--- src/rtl/riscv_pkg.sv ---
// Shared RISC-V front-end constants and types used by the fetch slice.
package riscv_pkg;

  localparam int              XLEN             = 32;
  localparam logic [XLEN-1:0] NOP_INSTR        = 32'h0000_0013;
  localparam logic [XLEN-1:0] DEFAULT_RESET_PC = 32'h0000_0000;

  // One buffered instruction together with the PC it was fetched from.
  typedef struct packed {
    logic [XLEN-1:0] pc;
    logic [XLEN-1:0] instr;
  } fetch_entry_t;

  // Clear the byte-offset bits so an address points at a whole word.
  function automatic logic [XLEN-1:0] word_align(input logic [XLEN-1:0] addr);
    return addr & ~32'h0000_0003;
  endfunction

endpackage

--- src/rtl/fetch_checker.sv ---
// Protocol assertions for the fetch stage's memory interface and queues.
module fetch_checker (
  input logic        clk,
  input logic        rst_n,
  input logic        rvalid_i,
  input logic        inflight_nz_i,
  input logic        req_i,
  input logic        gnt_i,
  input logic [31:0] addr_i,
  input logic        overflow_i
);

  a_rvalid_has_owner: assert property (@(posedge clk) disable iff (!rst_n)
    rvalid_i |-> inflight_nz_i);

  a_addr_stable: assert property (@(posedge clk) disable iff (!rst_n)
    (req_i && !gnt_i) |=> (!req_i || $stable(addr_i)));

  a_no_overflow: assert property (@(posedge clk) disable iff (!rst_n)
    !overflow_i);

endmodule

--- src/rtl/fetch_queue.sv ---
// Small synchronous FIFO with flush; used for in-flight PC tags and for the
// fetched-instruction queue. Push while full is accepted only with a same-cycle pop.
module fetch_queue #(
  parameter int W     = 64,
  parameter int DEPTH = 2
) (
  input  logic                         clk,
  input  logic                         rst_n,
  input  logic                         flush_i,
  input  logic                         push_i,
  input  logic [W-1:0]                 push_data_i,
  input  logic                         pop_i,
  output logic [W-1:0]                 head_o,
  output logic [$clog2(DEPTH+1)-1:0]   count_o,
  output logic                         full_o,
  output logic                         empty_o
);

  localparam int CW = $clog2(DEPTH + 1);
  localparam int PW = (DEPTH > 1) ? $clog2(DEPTH) : 1;

  logic [W-1:0]  mem_q [DEPTH];
  logic [W-1:0]  mem_d [DEPTH];
  logic [PW-1:0] rd_ptr_q, rd_ptr_d;
  logic [PW-1:0] wr_ptr_q, wr_ptr_d;
  logic [CW-1:0] count_q, count_d;
  logic          do_push_s, do_pop_s;

  assign empty_o = (count_q == {CW{1'b0}});
  assign full_o  = (count_q == CW'(DEPTH));
  assign count_o = count_q;
  assign head_o  = mem_q[rd_ptr_q];

  // Next-state: pointer wrap, occupancy and storage write; flush wins.
  always_comb begin
    do_push_s = push_i && (!full_o || pop_i);
    do_pop_s  = pop_i && !empty_o;
    mem_d     = mem_q;
    rd_ptr_d  = rd_ptr_q;
    wr_ptr_d  = wr_ptr_q;
    count_d   = count_q;
    if (flush_i) begin
      rd_ptr_d = {PW{1'b0}};
      wr_ptr_d = {PW{1'b0}};
      count_d  = {CW{1'b0}};
    end else begin
      if (do_push_s) begin
        mem_d[wr_ptr_q] = push_data_i;
        wr_ptr_d = (wr_ptr_q == PW'(DEPTH - 1)) ? {PW{1'b0}} : wr_ptr_q + PW'(1);
      end else begin
        wr_ptr_d = wr_ptr_q;
      end
      if (do_pop_s) begin
        rd_ptr_d = (rd_ptr_q == PW'(DEPTH - 1)) ? {PW{1'b0}} : rd_ptr_q + PW'(1);
      end else begin
        rd_ptr_d = rd_ptr_q;
      end
      case ({do_push_s, do_pop_s})
        2'b10:   count_d = count_q + CW'(1);
        2'b01:   count_d = count_q - CW'(1);
        default: count_d = count_q;
      endcase
    end
  end

  // State registers.
  always_ff @(posedge clk or negedge rst_n) begin
    if (!rst_n) begin
      for (int i = 0; i < DEPTH; i++) mem_q[i] <= {W{1'b0}};
      rd_ptr_q <= {PW{1'b0}};
      wr_ptr_q <= {PW{1'b0}};
      count_q  <= {CW{1'b0}};
    end else begin
      mem_q    <= mem_d;
      rd_ptr_q <= rd_ptr_d;
      wr_ptr_q <= wr_ptr_d;
      count_q  <= count_d;
    end
  end

endmodule

--- src/rtl/fetch.sv ---
// Instruction-fetch stage: owns the PC, issues credit-limited in-order memory
// requests, buffers responses and hands decode one instruction per cycle.
module fetch
  import riscv_pkg::*;
#(
  parameter logic [XLEN-1:0] RESET_PC = DEFAULT_RESET_PC,
  parameter int              QDEPTH   = 2
) (
  input  logic            clk,
  input  logic            rst_n,
  input  logic            stall_i,
  input  logic            redirect_i,
  input  logic [XLEN-1:0] redirect_pc_i,
  output logic            imem_req_o,
  output logic [XLEN-1:0] imem_addr_o,
  input  logic            imem_gnt_i,
  input  logic            imem_rvalid_i,
  input  logic [XLEN-1:0] imem_rdata_i,
  output logic [XLEN-1:0] instr_o,
  output logic [XLEN-1:0] pc_o,
  output logic            instr_valid_o
);

  localparam int CW = $clog2(QDEPTH + 1);
  localparam int SW = CW + 2;

  logic            started_q, started_d;
  logic [XLEN-1:0] pc_q, pc_d;
  logic [CW-1:0]   discard_q, discard_d;
  logic [XLEN-1:0] instr_q, instr_d;
  logic [XLEN-1:0] pc_out_q, pc_out_d;
  logic            valid_q, valid_d;

  logic [XLEN-1:0] tag_head_s;
  logic [CW-1:0]   tag_count_s;
  logic            tag_full_s, tag_empty_s, tag_push_s, tag_pop_s;
  fetch_entry_t    q_head_s, q_push_data_s;
  logic [CW-1:0]   q_count_s;
  logic            q_full_s, q_empty_s, q_push_s, q_pop_s;

  logic [SW-1:0]   budget_s;
  logic            fire_s, rsp_take_s, rsp_drop_s, rv_counted_s;
  logic            overflow_s;

  // Credits: every request in flight (kept or discarded) plus every queued word.
  assign budget_s     = SW'(discard_q) + SW'(tag_count_s) + SW'(q_count_s);
  assign imem_req_o   = started_q && !redirect_i && (budget_s < SW'(QDEPTH));
  assign imem_addr_o  = pc_q;
  assign fire_s       = imem_req_o && imem_gnt_i;

  // A response either retires a pre-redirect request or pairs with the oldest tag.
  assign rsp_drop_s   = imem_rvalid_i && (discard_q != {CW{1'b0}});
  assign rsp_take_s   = imem_rvalid_i && (discard_q == {CW{1'b0}}) && !tag_empty_s;
  assign rv_counted_s = rsp_drop_s || rsp_take_s;

  assign tag_push_s    = fire_s;
  assign tag_pop_s     = rsp_take_s && !redirect_i;
  assign q_pop_s       = !redirect_i && !stall_i && !q_empty_s;
  assign q_push_s      = !redirect_i && rsp_take_s && (stall_i || !q_empty_s);
  assign q_push_data_s = '{pc: tag_head_s, instr: imem_rdata_i};
  assign overflow_s    = (q_push_s && q_full_s && !q_pop_s) || (tag_push_s && tag_full_s && !tag_pop_s);

  assign instr_o       = instr_q;
  assign pc_o          = pc_out_q;
  assign instr_valid_o = valid_q;

  fetch_queue #(.W(XLEN), .DEPTH(QDEPTH)) u_tag_q (
    .clk         (clk),
    .rst_n       (rst_n),
    .flush_i     (redirect_i),
    .push_i      (tag_push_s),
    .push_data_i (pc_q),
    .pop_i       (tag_pop_s),
    .head_o      (tag_head_s),
    .count_o     (tag_count_s),
    .full_o      (tag_full_s),
    .empty_o     (tag_empty_s)
  );

  fetch_queue #(.W(2 * XLEN), .DEPTH(QDEPTH)) u_instr_q (
    .clk         (clk),
    .rst_n       (rst_n),
    .flush_i     (redirect_i),
    .push_i      (q_push_s),
    .push_data_i (q_push_data_s),
    .pop_i       (q_pop_s),
    .head_o      (q_head_s),
    .count_o     (q_count_s),
    .full_o      (q_full_s),
    .empty_o     (q_empty_s)
  );

  fetch_checker u_chk (
    .clk           (clk),
    .rst_n         (rst_n),
    .rvalid_i      (imem_rvalid_i),
    .inflight_nz_i ((discard_q != {CW{1'b0}}) || !tag_empty_s),
    .req_i         (imem_req_o),
    .gnt_i         (imem_gnt_i),
    .addr_i        (imem_addr_o),
    .overflow_i    (overflow_s)
  );

  // Next-state for PC, discard counter and the decode-facing output registers.
  always_comb begin
    started_d = 1'b1;
    pc_d      = pc_q;
    discard_d = discard_q;
    instr_d   = instr_q;
    pc_out_d  = pc_out_q;
    valid_d   = valid_q;
    if (redirect_i) begin
      // Requests still in flight become discards; one arriving now is already gone.
      pc_d      = word_align(redirect_pc_i);
      discard_d = CW'(SW'(discard_q) + SW'(tag_count_s) - SW'(rv_counted_s));
      instr_d   = NOP_INSTR;
      valid_d   = 1'b0;
    end else begin
      if (fire_s) begin
        pc_d = pc_q + 32'd4;
      end else begin
        pc_d = pc_q;
      end
      if (rsp_drop_s) begin
        discard_d = discard_q - CW'(1);
      end else begin
        discard_d = discard_q;
      end
      if (stall_i) begin
        valid_d = valid_q;
      end else if (!q_empty_s) begin
        instr_d  = q_head_s.instr;
        pc_out_d = q_head_s.pc;
        valid_d  = 1'b1;
      end else if (rsp_take_s) begin
        instr_d  = imem_rdata_i;
        pc_out_d = tag_head_s;
        valid_d  = 1'b1;
      end else begin
        instr_d = NOP_INSTR;
        valid_d = 1'b0;
      end
    end
  end

  // State registers; requests are held off until the first edge after reset.
  always_ff @(posedge clk or negedge rst_n) begin
    if (!rst_n) begin
      started_q <= 1'b0;
      pc_q      <= RESET_PC;
      discard_q <= {CW{1'b0}};
      instr_q   <= NOP_INSTR;
      pc_out_q  <= 32'h0000_0000;
      valid_q   <= 1'b0;
    end else begin
      started_q <= started_d;
      pc_q      <= pc_d;
      discard_q <= discard_d;
      instr_q   <= instr_d;
      pc_out_q  <= pc_out_d;
      valid_q   <= valid_d;
    end
  end

endmodule
--- config.mk ---
export PLATFORM = sky130hd
export DESIGN_NAME = fetch
export DESIGN_NICKNAME = d
export VERILOG_FILES = /design/src/rtl/riscv_pkg.sv /design/src/rtl/fetch_checker.sv /design/src/rtl/fetch_queue.sv /design/src/rtl/fetch.sv
export SDC_FILE = /design/constraint.sdc
export NUM_CORES = 1
export LEC_CHECK = 0
export ABC_AREA = 1
export CORE_UTILIZATION = 45
export CTS_CLUSTER_SIZE = 10
export DETAILED_ROUTE_END_ITERATION = 16
export PLACE_DENSITY_LB_ADDON = 0.1
export SKIP_LAST_GASP = 1
export SLEW_MARGIN = 20
export SYNTH_ARGS = -nofsm -noshare
export SYNTH_HDL_FRONTEND = slang
export SYNTH_SLANG_ARGS = --single-unit
--- constraint.sdc ---
create_clock -name clk -period 2.8 [get_ports clk]
set_input_delay 0.84 -clock clk [delete_from_list [all_inputs] [get_ports clk]]
set_output_delay 0.84 -clock clk [all_outputs]
set_load 0.03 [all_outputs]
# Yosys cells after proc, flatten, opt, wreduce, memory -nomap -nowiden
# Index checks and enable logic that the tools add are counted.
# word_totals
inputBits	70
reg_bits	300
out_inout_bits	98
# op_classes
n_bitwise	6
reduce_logical	41
mux	42
n_addsub	13
eq_ne	8
n_lt_le_gt_ge	7
# op_table
operator	n
32-bit 2-to-1 mux	12
64-bit 2-to-1 mux	4
128-bit bitwise mux	1
64-bit bitwise mux	1
64-bit demux with 1-bit select	1
32-bit by 3-bit adder with 32-bit output, second input constant	1
32-bit demux with 1-bit select	1
1-bit logical AND	16
1-bit 2-to-1 mux	16
2-bit nonzero test	7
2-bit == test, second input constant	4
2-bit >= comparator, second input constant	4
2-bit 2-to-1 mux	4
1-bit inverter with 2-bit output	4
2-bit one-hot mux with 2 select lines	2
1-bit logical NOT	6
2-bit logical NOT	3
3-bit nonzero test	2
2-bit by 1-bit subtractor with 2-bit output, second input constant	3
1-bit adder, second input constant	4
2-bit by 1-bit adder with 2-bit output, second input constant	2
3-bit by 2-bit adder with 4-bit output	1
2-bit by 1-bit == test with 1-bit output, second input constant	2
1-bit logical OR	4
other kinds (8)	12

# Logic depth before layout (Yosys ltp)
# Gate-level depths: netlist of the first run.
# depth
depth_word	9
mapped_depth	14
ltp_nobuf	13

# Hierarchy
# From an unflattened synthesis of the first run, not the netlist that was laid out.
# hier_totals
hier_cells	1871
hier_area_um2	15059.4
# by_module_without_submodules
mod	seq_area_each_um2	cells_per_inst	area_per_inst_um2	n_inst
fetch_queue (u_instr_q)	3303.2	720	6090.8	1
fetch	2456.1	773	5534.1	1
fetch_queue (u_tag_q)	1701.6	378	3434.5	1

# Worst setup path after synthesis of the first run
# OpenSTA, ideal clock, no wires.
# synth_timing
path_type	reg-to-output
startpoint	register u_tag_q.count_q[0] (netlist: u_tag_q.count_o[0])
endpoint	output port imem_req_o
stages_incl_launch_ff	9
arrival_time_ns	2.345
path_slack_ns	-0.385
cell_sequence	dfrtp_1 -> ha_1 -> fa_1 -> inv_1 -> fa_1 -> nand2_1 -> nor2_1 -> nand2_1 -> a21oi_1
# synth_between
elab_chain_cells	4
# synth_rtl
element	line_no	text
start, declared	fetch_queue.sv:26	logic [CW-1:0] count_q, count_d;
start signal, assigned	fetch_queue.sv:72	count_q <= {CW{1'b0}};
start signal, assigned	fetch_queue.sv:77	count_q <= count_d;
2-bit by 2-bit adder with 3-bit output	n/a	
3-bit by 2-bit adder with 4-bit output	fetch.sv:46	assign budget_s = SW'(discard_q) + SW'(tag_count_s) + SW'(q_count_s);
4-bit by 2-bit less-than comparator with 1-bit output	fetch.sv:47	assign imem_req_o = started_q && !redirect_i && (budget_s < SW'(QDEPTH));
1-bit logical AND	fetch.sv:47	
end, declared	fetch.sv:14	output logic imem_req_o,
# No other way between the ends.

# Worst setup path in the final report of the first run
# layout_timing
startpoint	register discard_q[0]
endpoint	output port imem_req_o
# layout_between
elab_chain_cells	4
# layout_rtl
element	line_no	text
start, declared	fetch.sv:29	logic [CW-1:0] discard_q, discard_d;
start signal, assigned	fetch.sv:151	discard_q <= {CW{1'b0}};
start signal, assigned	fetch.sv:158	discard_q <= discard_d;
2-bit by 2-bit adder with 3-bit output	n/a	
3-bit by 2-bit adder with 4-bit output	fetch.sv:46	
4-bit by 2-bit less-than comparator with 1-bit output	fetch.sv:47	
1-bit logical AND	fetch.sv:47	
# No other way between the ends.

==> metrics.md, run 1 <==
| Metric | Value |
|---|---|
| Status | `complete, but fails checks` |
| Failing checks | `negative setup slack` |
| CTS tree | `yes` |
| # rows | `63` |
| Max FO, Critical Path | `2` |
| Place WS | `-200 ps` |
| Final Hold Viols | `0` |
| N_diodes | `0` |
| Antenna Nets Post-Route | `0` |
| Slowest CP cell | `fa_1` |
| Worst Path Required | `1960 ps` |
| Via Count | `11500` |
| Setup slack after layout | `-674 ps` |
| CP cell instances | `ha_2 > fa_1 > inv_1 > fa_1 > nand2_1 > nor2_1 > nand2_1 > a21oi_4 > buf_6` |
| Initial DRC Count | `755` |
| Relative slew slack | `55.7%` |
| Clk_lat worst skew | `530 ps` |
| Leak | `0.00785 uW` |
| Peak supply drop | `593 uV` |
| Nets | `1819` |
| FF-to-FF setup slack | `-70 ps` |
| Final instance area | `17600 um2` |
| RR Startpoint | `discard_q[0]` |
| Mapped Cells | `1573` |
| Hold WS | `273 ps` |
| RSZ-0062 raised after global routing | `true` |
| Post-layout min period | `3470 ps` |
| Clock slew seen by the registers of the worst setup and hold paths | `50 ps` |
| Final period utilization | `124%` |
| Top routing layer used | `met4` |
| Initial antenna violation count | `0` |
| Final core occ | `59.4%` |
| GRT Util Overall | `23.1%` |
| IO Port Bufs | `161` |
| Commonest non-fill, non-tap cell in the layout | `nand2_1` |
| IO Pins | `168` |
| First-pass GRT wire length | `57200 um` |
| Core ar. | `29700 um2` |
| Yosys warning total | `0` |
| Setup TNS | `-1720 ps` |
| Max cap viols | `0` |
| Die Y | `176 um` |
| Final HPWL DP | `23000 um` |
| Post-synthesis register bit count | `288` |
| Largest net degree at the start of global routing | `69` |
| Total CTS buffers | `35` |
| DRT Pass-1 Iters | `5` |
| Buf+Inv Stages, Crit Path | `2` |
| # H-tree levels | `2` |
| Cell Pwr Density | `938 nW/um2` |
| Count of cell types in the netlist | `47` |
| Worst r2r path cells | `13` |
| Worst hold path class | `in -> async` |
| Top Family by Delay on Critical Path | `adder cells` |
| DP Area | `15700 um2` |
| CP Launch Type | `flip-flop` |
| Via density per instance | `5.34` |
| Clock tree buffer depth | `3` |
| Max Clock Skew | `23.5 ps` |
| Layout cells sized above 1 | `17.4%` |
| Mapped Area | `13600 um2` |
| Clock sinks | `288` |
| Routed length on met2 | `16300 um` |
| Worst Setup End Kind | `output pin` |
| Worst Path Class, Setup | `reg -> out` |
| Drt total wl | `37300 um` |
| Wirelength per Cell | `17.4 um` |
| WP data arrival | `2630 ps` |
| M1 wire length | `18000 um` |
| GPL Wtd Cong | `0.880` |
| CP max stage delay | `510 ps` |
| Commonest non-fill, non-tap cells in the layout | `nand2_1 (377), dfrtp_1 (284), o21ai_1 (193), clkdlybuf4s50_1 (159), inv_1 (92)` |
| Seq/Total Area, Yosys | `52.9%` |
| Reg2reg end | `u_tag_q.mem_q[21]` |
| Wire length on met3 | `1790 um` |
| Post-Syn Area per Cell | `8.67 um2` |
| DIE WIDTH | `176 um` |
| Fmax | `288 MHz` |
| Number of hold buffers added after cts | `0` |
| Congestion Overflow GR | `0` |
| Final setup viols | `41` |
| Vias in the first global route | `10800` |
| Starting Density | `45.9%` |
| Worst-Margin Slew | `658 ps` |
| Die Footprint | `31000 um2` |
| Area delta synth->final | `29.5%` |
| CTS root buf | `clkbuf_16` |
| Max-slew violation count | `0` |
| Residual DRC | `0` |
[timing repair]
| action | 4_1_cts | 5_1_grt |
|---|---|---|
| gates cloned | 0 | 17 |
| buffers inserted | 0 | 5 |
| resized for setup | 2 | 138 |
| pin swaps | 3 | 9 |
| endpoints found under the setup margin | 66 | 86 |
[cell type report]
class / count / area, um2
multi-input combinational: 1088 / 5970
tap: 390 / 488
timing repair buffer: 224 / 2570
inverter: 105 / 410
clock inverter: 4 / 56.3
clock buffer: 46 / 947
fill: 2636 / 12100
sequential: 288 / 7210
[synthesized netlist by cell type (all sizes together)]
cell type | number | area share [%]
dfstp | 3 | 0.58
clkbuf | 37 | 1.0
nand3b | 2 | 0.11
conb | 2 | 0.055
xnor2 | 1 | 0.064
a31oi | 5 | 0.23
buf | 59 | 2.9
o211ai | 37 | 2.0
mux2i | 6 | 0.44
nand3 | 48 | 1.8
a21oi | 51 | 1.9
ha | 5 | 0.46
dfrtp | 285 | 52
xor2 | 11 | 0.71
fa | 2 | 0.29
nor2 | 60 | 2.0
inv | 103 | 2.8
o21a | 29 | 1.6
nand4 | 3 | 0.18
o21bai | 2 | 0.11
nor3 | 7 | 0.29
o21ai | 269 | 10
clkinv | 2 | 0.064
o22a | 1 | 0.064
nand2 | 452 | 13
o41ai | 20 | 1.3
or2 | 60 | 2.8
o22ai | 1 | 0.046
o221ai | 10 | 0.64
[worst max-delay path by stage]
stage	startpoint	to	cells after the start
finish	discard_q[0]	imem_req_o	9
global placement	discard_q[0]	imem_req_o	9
CTS	discard_q[0]	imem_req_o	9
floorplan	u_tag_q.count_o[0]	imem_req_o	8
detailed placement	discard_q[0]	imem_req_o	9
global route	discard_q[0]	imem_req_o	9
[layer usage]
metal,vias to the layer above,track usage (%)
li1,5550,-
met3,76,3.25
met4,0,8.04
met1,5509,35.7
met5,-,0
met2,329,32.9
[worst reg2reg max path: cells and delay by family (launching register included)]
kind	cells	cell delay, ps
simple gates	6	690
buf+inv	3	420
fa+ha+maj	3	1190
flops	1	380
compound gates	1	70
[cells by family (layout without fill, tap and decap cells)]
family | after synthesis | after routing | share of synthesized area [%]
AND/OR/NAND/NOR | 632 | 633 | 20.1
AO/OA/AOI/OAI | 425 | 425 | 18.2
flip-flops | 288 | 288 | 52.9
buffers and inverters | 201 | 379 | 6.86
XOR/XNOR | 12 | 12 | 0.771
adder cells (fa/ha/maj) | 7 | 7 | 0.753
multiplexers | 6 | 6 | 0.441
other | 2 | 5 | 0.0551
[registers in the layout, summed over array words and instances (netlist names)]
register and cells:
u_tag_q.rd_ptr_q 1, u_tag_q.wr_ptr_q 1, u_tag_q.mem_q 60, started_q 1, imem_addr_o 30, u_tag_q.count_o 2, u_instr_q.rd_ptr_q 1, u_instr_q.count_o 2
instr_valid_o 1, discard_q 2, u_instr_q.mem_q 124, u_instr_q.wr_ptr_q 1, instr_o 32, pc_o 30
[metrics by stage]
stage	power [uW]	std cells
CTS	15900	2123
floorplan	9600	1576
detailed placement	11700	2073
global route	17600	2145
global placement	11600	2073
finish	16600	2145
[power breakdown]
group / switching, uW / internal [uW]
combinational: 3790 / 2620
clock: 1700 / 2440
sequential: 800 / 5200
No activity file was read; power rests on OpenSTA's default activity.
==> run 2: changes to the inputs <==
Settings changed: SKIP_CTS_REPAIR_TIMING from default to 1.
==> run 2 against run 1 <==
The run still ends with negative setup slack left. Sequential cell count unchanged. Critical path depth unchanged. Largest power group unchanged. Worst setup slack lost 9.5 ps. First-iteration DRC count increased by 2.9%. Wire length is 0.30% higher. Utilization increased by 0.24 points.
==> metrics.md, run 2 (synthesized netlist as in run 1, its figures left out) <==
| Metric | Value |
|---|---|
| Status | `complete, but fails checks` |
| Failing checks | `negative setup slack` |
| Met1 Use GR | `35.6% (-0.043 points)` |
| Cell Pwr Density | `937 nW/um2 (about the same)` |
| Die Footprint | `31000 um2 (unchanged)` |
| DRT Pass-1 Iters | `7 (+2)` |
| Initial DRC Count | `777 (+2.9%)` |
| Wirelength per Cell | `17.4 um (+0.21%)` |
| Nets | `1821 (+0.11%)` |
| CP Launch Type | `flip-flop` |
| Via density per instance | `5.36 (+0.36%)` |
| Area delta synth->final | `30.0%` |
| Leak | `0.00789 uW (+0.58%)` |
| Worst Path Required | `1960 ps (about the same)` |
| Fmax | `287 MHz (-0.27%)` |
| Worst Path Class, Setup | `reg -> out` |
| Max Clock Skew | `24.6 ps (+1.03 ps)` |
| IO Port Bufs | `161 (unchanged)` |
| Met2 usage | `32.9% (unchanged)` |
| Place WS | `-200 ps (unchanged)` |
| Max-slew violation count | `0 (unchanged)` |
| Drt total wl | `37400 um (+0.30%)` |
| Peak supply drop | `595 uV (+0.30%)` |
| Worst-Margin Slew | `647 ps (-11.1 ps)` |
| Congestion Overflow GR | `0 (unchanged)` |
| Vias in the first global route | `10800 (-0.084%)` |
| # H-tree levels | `2 (unchanged)` |
| Largest Register | `u_instr_q.mem_q` |
| Final HPWL DP | `23000 um (unchanged)` |
| M3 GR Usage | `3.25% (unchanged)` |
| Finished Layout Cells | `2147 (+0.093%)` |
| Max FFs per register | `124 (unchanged)` |
| Via Count | `11500 (+0.45%)` |
| Max cap viols | `0 (unchanged)` |
| Busiest grt layer | `met1` |
| GPL Wtd Cong | `0.880 (unchanged)` |
| Final period utilization | `124% (+0.34 points)` |
| GRT Util Overall | `23.1% (about the same)` |
| Core ar. | `29700 um2 (unchanged)` |
| Filler cells | `2640 (+0.15%)` |
| WP data arrival | `2640 ps (about the same)` |
| IO Pins | `168 (unchanged)` |
| N_diodes | `0 (unchanged)` |
| Relative slew slack | `56.4% (+0.75 points)` |
| Largest net degree at the start of global routing | `69 (unchanged)` |
| Clk_lat worst skew | `530 ps (about the same)` |
| Clock tree buffer depth | `3 (unchanged)` |
| # rows | `63 (unchanged)` |
| Commonest non-fill, non-tap cells in the layout | `nand2_1 (360), dfrtp_1 (284), o21ai_1 (192), clkdlybuf4s50_1 (159), inv_1 (92)` |
| Antenna Nets Post-Route | `0 (unchanged)` |
| CTS tree | `yes` |
| Hold WS | `273 ps (+0.234 ps)` |
| Setup slack after layout | `-683 ps (-9.48 ps)` |
| Die Y | `176 um (unchanged)` |
| Commonest non-fill, non-tap cell in the layout | `nand2_1` |
| Total CTS buffers | `35 (unchanged)` |
| First-pass GRT wire length | `57100 um (about the same)` |
| Final Hold Viols | `0 (unchanged)` |
| Final setup viols | `46 (+12%)` |
| Initial antenna violation count | `0 (unchanged)` |
| Placed instance count | `2073 (unchanged)` |
| RSZ-0062 raised after global routing | `true` |
| Layout cells sized above 1 | `18.4% (+1.0 points)` |
| Max FO, Critical Path | `2 (unchanged)` |
| Worst Setup End Kind | `output pin` |
| Post-layout min period | `3480 ps (+9.48 ps)` |
| Clock sinks | `288 (unchanged)` |
| Clock slew seen by the registers of the worst setup and hold paths | `50 ps (about the same)` |
| CTS root buf | `clkbuf_16` |
| Residual DRC | `0 (unchanged)` |
| Worst hold path class | `in -> async` |
| Starting Density | `45.9% (unchanged)` |
| DIE WIDTH | `176 um (unchanged)` |
## run 2: cell types whose count changed in the layout (fill, tap and decap cells not counted), moves of 2 or more
| cell | change |
|---|---|
| nand2_1 | -17 |
| nand2_2 | +12 |
| clkinvlp_4 | +3 |
| buf_6 | +2 |
| nand3_2 | -2 |
| nand2_4 | +5 |
## run 2: layout make-up
cell class | count | area (um2) | share of cell area, %
Inverter | 105 | 403 | 2.27
Multi-Input combinational cell | 1088 | 6040 | 34.1
Clock inverter | 4 | 56.3 | 0.318
Timing Repair inverter | 1 | 7.51 | 0.0424
Clock buffer | 46 | 947 | 5.35
Tap cell | 390 | 488 | 2.75
Timing Repair Buffer | 225 | 2570 | 14.5
Sequential cell | 288 | 7210 | 40.7
## run 2: worst paths after layout
kind / from / to / slack [ps] / cells after the start
min reg2reg: u_instr_q.mem_q[84] / u_instr_q.mem_q[84] / 480 / 2
min in group clk: u_instr_q.mem_q[84] / u_instr_q.mem_q[84] / 480 / 2
max in group asynchronous: rst_n / instr_o[4] / 1780 / 2
min: rst_n / pc_o[13] / 270 / 1
max reg2reg: discard_q[0] / u_tag_q.mem_q[21] / -60 / 13
max: discard_q[0] / imem_req_o / -680 / 9
## run 2: worst max-delay path, stage by stage (launching register included)
cell and delay (ps):
dfrtp_1 380, ha_2 190, fa_1 500, inv_1 50, fa_1 510, nand2_1 60
nor2_1 90, nand2_1 100, a21oi_4 120, buf_6 140
## run 2: routing by layer
| metal | up-vias | part of all wire (%) |
|---|---|---|
| met2 | 331 | 44 |
| li1 | 5555 | - |
| met4 | 0 | 3.0 |
| met1 | 5555 | 48 |
| met5 | - | 0 |
| met3 | 75 | 5.2 |
## run 2: per-stage QoR
step / total power, uW / utilization (%) / cell area [um2] / setup TNS, ps
3_5_place_dp: 11700 / 53.0 / 15700 / -579
6_report: 16600 / 59.6 / 17700 / -1650
3_3_place_gp: 11600 / 53.0 / 15700 / -212
5_1_grt: 17600 / 59.6 / 17700 / -10730
4_1_cts: 15900 / 56.4 / 16800 / -3180
2_1_floorplan: 9600 / - / 13700 / -157
## run 2: where the power goes
part,switching (uW),internal [uW]
logic,3830,2630
clock network,1710,2440
registers,804,5200
total,6340,10300
==> run 3: changes to the inputs <==
Settings changed: PLACE_DENSITY from default to 0.78, PLACE_DENSITY_LB_ADDON 0.1 to default.
==> run 3 against run 2 <==
The run still ends with negative setup slack left. Largest power group unchanged. Utilization down 1.7 points. Sequential power barely moved. Worst hold slack lost 8.1 ps. Critical path type unchanged. Worst setup slack lost 86 ps. Register-to-register slack lost 180 ps. Wire length is 3.9% higher. Via count is 3.8% higher.
==> metrics.md, run 3 (synthesized netlist as in run 1, its figures left out) <==
| Metric | Value |
|---|---|
| Commonest non-fill, non-tap cell in the layout | `nand2_1` |
| Multi-input gate area | `5620 um2 (-6.9%)` |
| Met2 usage | `37.5% (+4.7 points)` |
| Congestion Overflow GR | `0 (unchanged)` |
| Largest Register | `u_instr_q.mem_q` |
| Total CTS buffers | `35 (unchanged)` |
| Wirelength per Cell | `18.1 um (+4.1%)` |
| Final setup viols | `81 (+76%)` |
| Relative slew slack | `61.0% (+4.6 points)` |
| Residual DRC | `0 (unchanged)` |
| Clock slew seen by the registers of the worst setup and hold paths | `50 ps (about the same)` |
| RSZ-0062 raised after global routing | `true` |
| Largest net degree at the start of global routing | `84 (+22%)` |
| Via density per instance | `5.58 (+4.0%)` |
| Leak | `0.00773 uW (-2.1%)` |
| Max FFs per register | `124 (unchanged)` |
| Worst Path Class, Setup | `reg -> out` |
| DIE WIDTH | `176 um (unchanged)` |
| GRT Util Overall | `23.5% (+0.39 points)` |
| Met1 Use GR | `32.3% (-3.3 points)` |
| Via Count | `12000 (+3.8%)` |
| Finished Layout Cells | `2143 (-0.19%)` |
| # rows | `63 (unchanged)` |
| Layout cells sized above 1 | `13.0% (-5.4 points)` |
| Worst Setup End Kind | `output pin` |
| Busiest grt layer | `met2` |
| Slowest CP cell | `fa_1` |
| Final period utilization | `127% (+3.1 points)` |
| Buf+Inv Stages, Crit Path | `2 (unchanged)` |
| Top Family by Delay on Critical Path | `adder cells` |
| # H-tree levels | `2 (unchanged)` |
| Max FO, Critical Path | `2 (unchanged)` |
| Final Hold Viols | `0 (unchanged)` |
| Die Footprint | `31000 um2 (unchanged)` |
| Vias in the first global route | `11600 (+7.9%)` |
| Worst Path Required | `1960 ps (about the same)` |
| Setup slack after layout | `-769 ps (-85.6 ps)` |
| Place WS | `-199 ps (+1.35 ps)` |
| Antenna Nets Post-Route | `0 (unchanged)` |
| Fmax | `280 MHz (-2.4%)` |
| CP max stage delay | `550 ps (+40 ps)` |
| Final HPWL DP | `23900 um (+3.9%)` |
| M3 GR Usage | `3.38% (+0.13 points)` |
| Placed instance count | `2071 (-0.096%)` |
| CTS root buf | `clkbuf_16` |
| IO Pins | `168 (unchanged)` |
| N_diodes | `0 (unchanged)` |
| Status | `complete, but fails checks` |
| DRT Pass-1 Iters | `5 (-2)` |
| Max Clock Skew | `20.9 ps (-3.69 ps)` |
| Initial DRC Count | `1092 (+41%)` |
| Clock sinks | `288 (unchanged)` |
| Commonest non-fill, non-tap cells in the layout | `nand2_1 (431), dfrtp_1 (284), o21ai_1 (210), clkdlybuf4s50_1 (159), inv_1 (91)` |
| Final core occ | `58.0% (-1.7 points)` |
| Pwr Total | `16400 uW (-1.5%)` |
| Peak supply drop | `533 uV (-10%)` |
| Worst-Margin Slew | `578 ps (-68.3 ps)` |
| IO Port Bufs | `161 (unchanged)` |
| Worst hold path class | `in -> async` |
| Post-layout min period | `3570 ps (+85.6 ps)` |
| WP data arrival | `2730 ps (+90 ps)` |
| GPL Wtd Cong | `0.959 (+9.0%)` |
| Die Y | `176 um (unchanged)` |
| Starting Density | `45.9% (unchanged)` |
| CP cell instances | `ha_2 > fa_1 > inv_1 > fa_1 > nand2_1 > nor2_1 > nand2_1 > a21oi_4 > buf_12` |
| Filler cells | `2563 (-2.9%)` |
| Clock tree buffer depth | `3 (unchanged)` |
| Drt total wl | `38800 um (+3.9%)` |
| Max cap viols | `0 (unchanged)` |
| Hold WS | `265 ps (-8.05 ps)` |
| Nets | `1815 (-0.33%)` |
| CP Launch Type | `flip-flop` |
| Sequential cell area | `7210 um2 (unchanged)` |
| Cell Pwr Density | `950 nW/um2 (+1.4%)` |
| CTS tree | `yes` |
| Clk_lat worst skew | `520 ps (about the same)` |
| Area delta synth->final | `26.4%` |
| Initial antenna violation count | `0 (unchanged)` |
| Core ar. | `29700 um2 (unchanged)` |
| Max-slew violation count | `0 (unchanged)` |
| Failing checks | `negative setup slack` |
| First-pass GRT wire length | `58600 um (+2.5%)` |
==> run 3: changes by cell type in the layout (fill, tap and decap cells not counted), moves of 3 or more <==
cell,delta
buf_4,+3
buf_6,-3
clkbuf_1,+3
nand2_1,+71
nand2_2,-40
nand2_4,-31
nand3_2,-3
o21ai_1,+18
o21ai_2,-17
==> run 3: worst reg2reg max path, stage by stage, from the launching register on <==
cell and delay (ps):
dfrtp_1 380, ha_2 200, fa_1 550, inv_1 50, fa_1 510, buf_4 120
nand3_2 90, nor2_4 130, nand3_4 110, nor2_4 270, nand2_8 160, clkbuf_16 210
nand2_1 50, o21ai_1 70
==> run 3: routing by layer <==
metal  vias up  part of all wire (%)
met1      5797                    42
met5         -                     0
met4         0                   3.7
met3       103                   6.6
li1       5531                     -
met2       521                    47
==> run 3: final cells by class <==
cell class	instances	area share [%]
clock buffers	47	5.40
clock inverters	5	0.523
inverters	105	2.32
multi-input cells	1087	32.6
flip-flops and latches	288	41.9
well taps	390	2.83
repair buffers	221	14.4
==> run 3: final timing paths <==
kind / from / to / slack [ps] / depth (start not counted)
worst min register to register: u_instr_q.mem_q[121] / u_instr_q.mem_q[121] / 480 / 2
worst min-delay path: rst_n / u_instr_q.mem_q[112] / 260 / 1
worst max-delay path: u_tag_q.count_o[0] / imem_req_o / -770 / 9
worst max register to register: u_tag_q.count_o[0] / u_tag_q.mem_q[34] / -240 / 13
max in group asynchronous: rst_n / u_instr_q.mem_q[115] / 1730 / 2
min in group clk: u_instr_q.mem_q[121] / u_instr_q.mem_q[121] / 480 / 2
==> run 3: per-stage QoR <==
step                      area, um2  TNS (ps)
after floorplan               13700      -157
after global placement        15700     -4740
after detailed placement      15700     -9480
after CTS                     16800    -11280
after global routing          17200    -24070
final                         17200    -13530
==> run 3: where the power goes <==
part	total (uW)	internal (uW)	leakage [uW]	switching (uW)
combinational	6280	2520	0.00341	3750
sequential	5970	5200	0.00382	772
clock	4120	2420	0.000492	1700
total	16400	10100	0.00773	6230
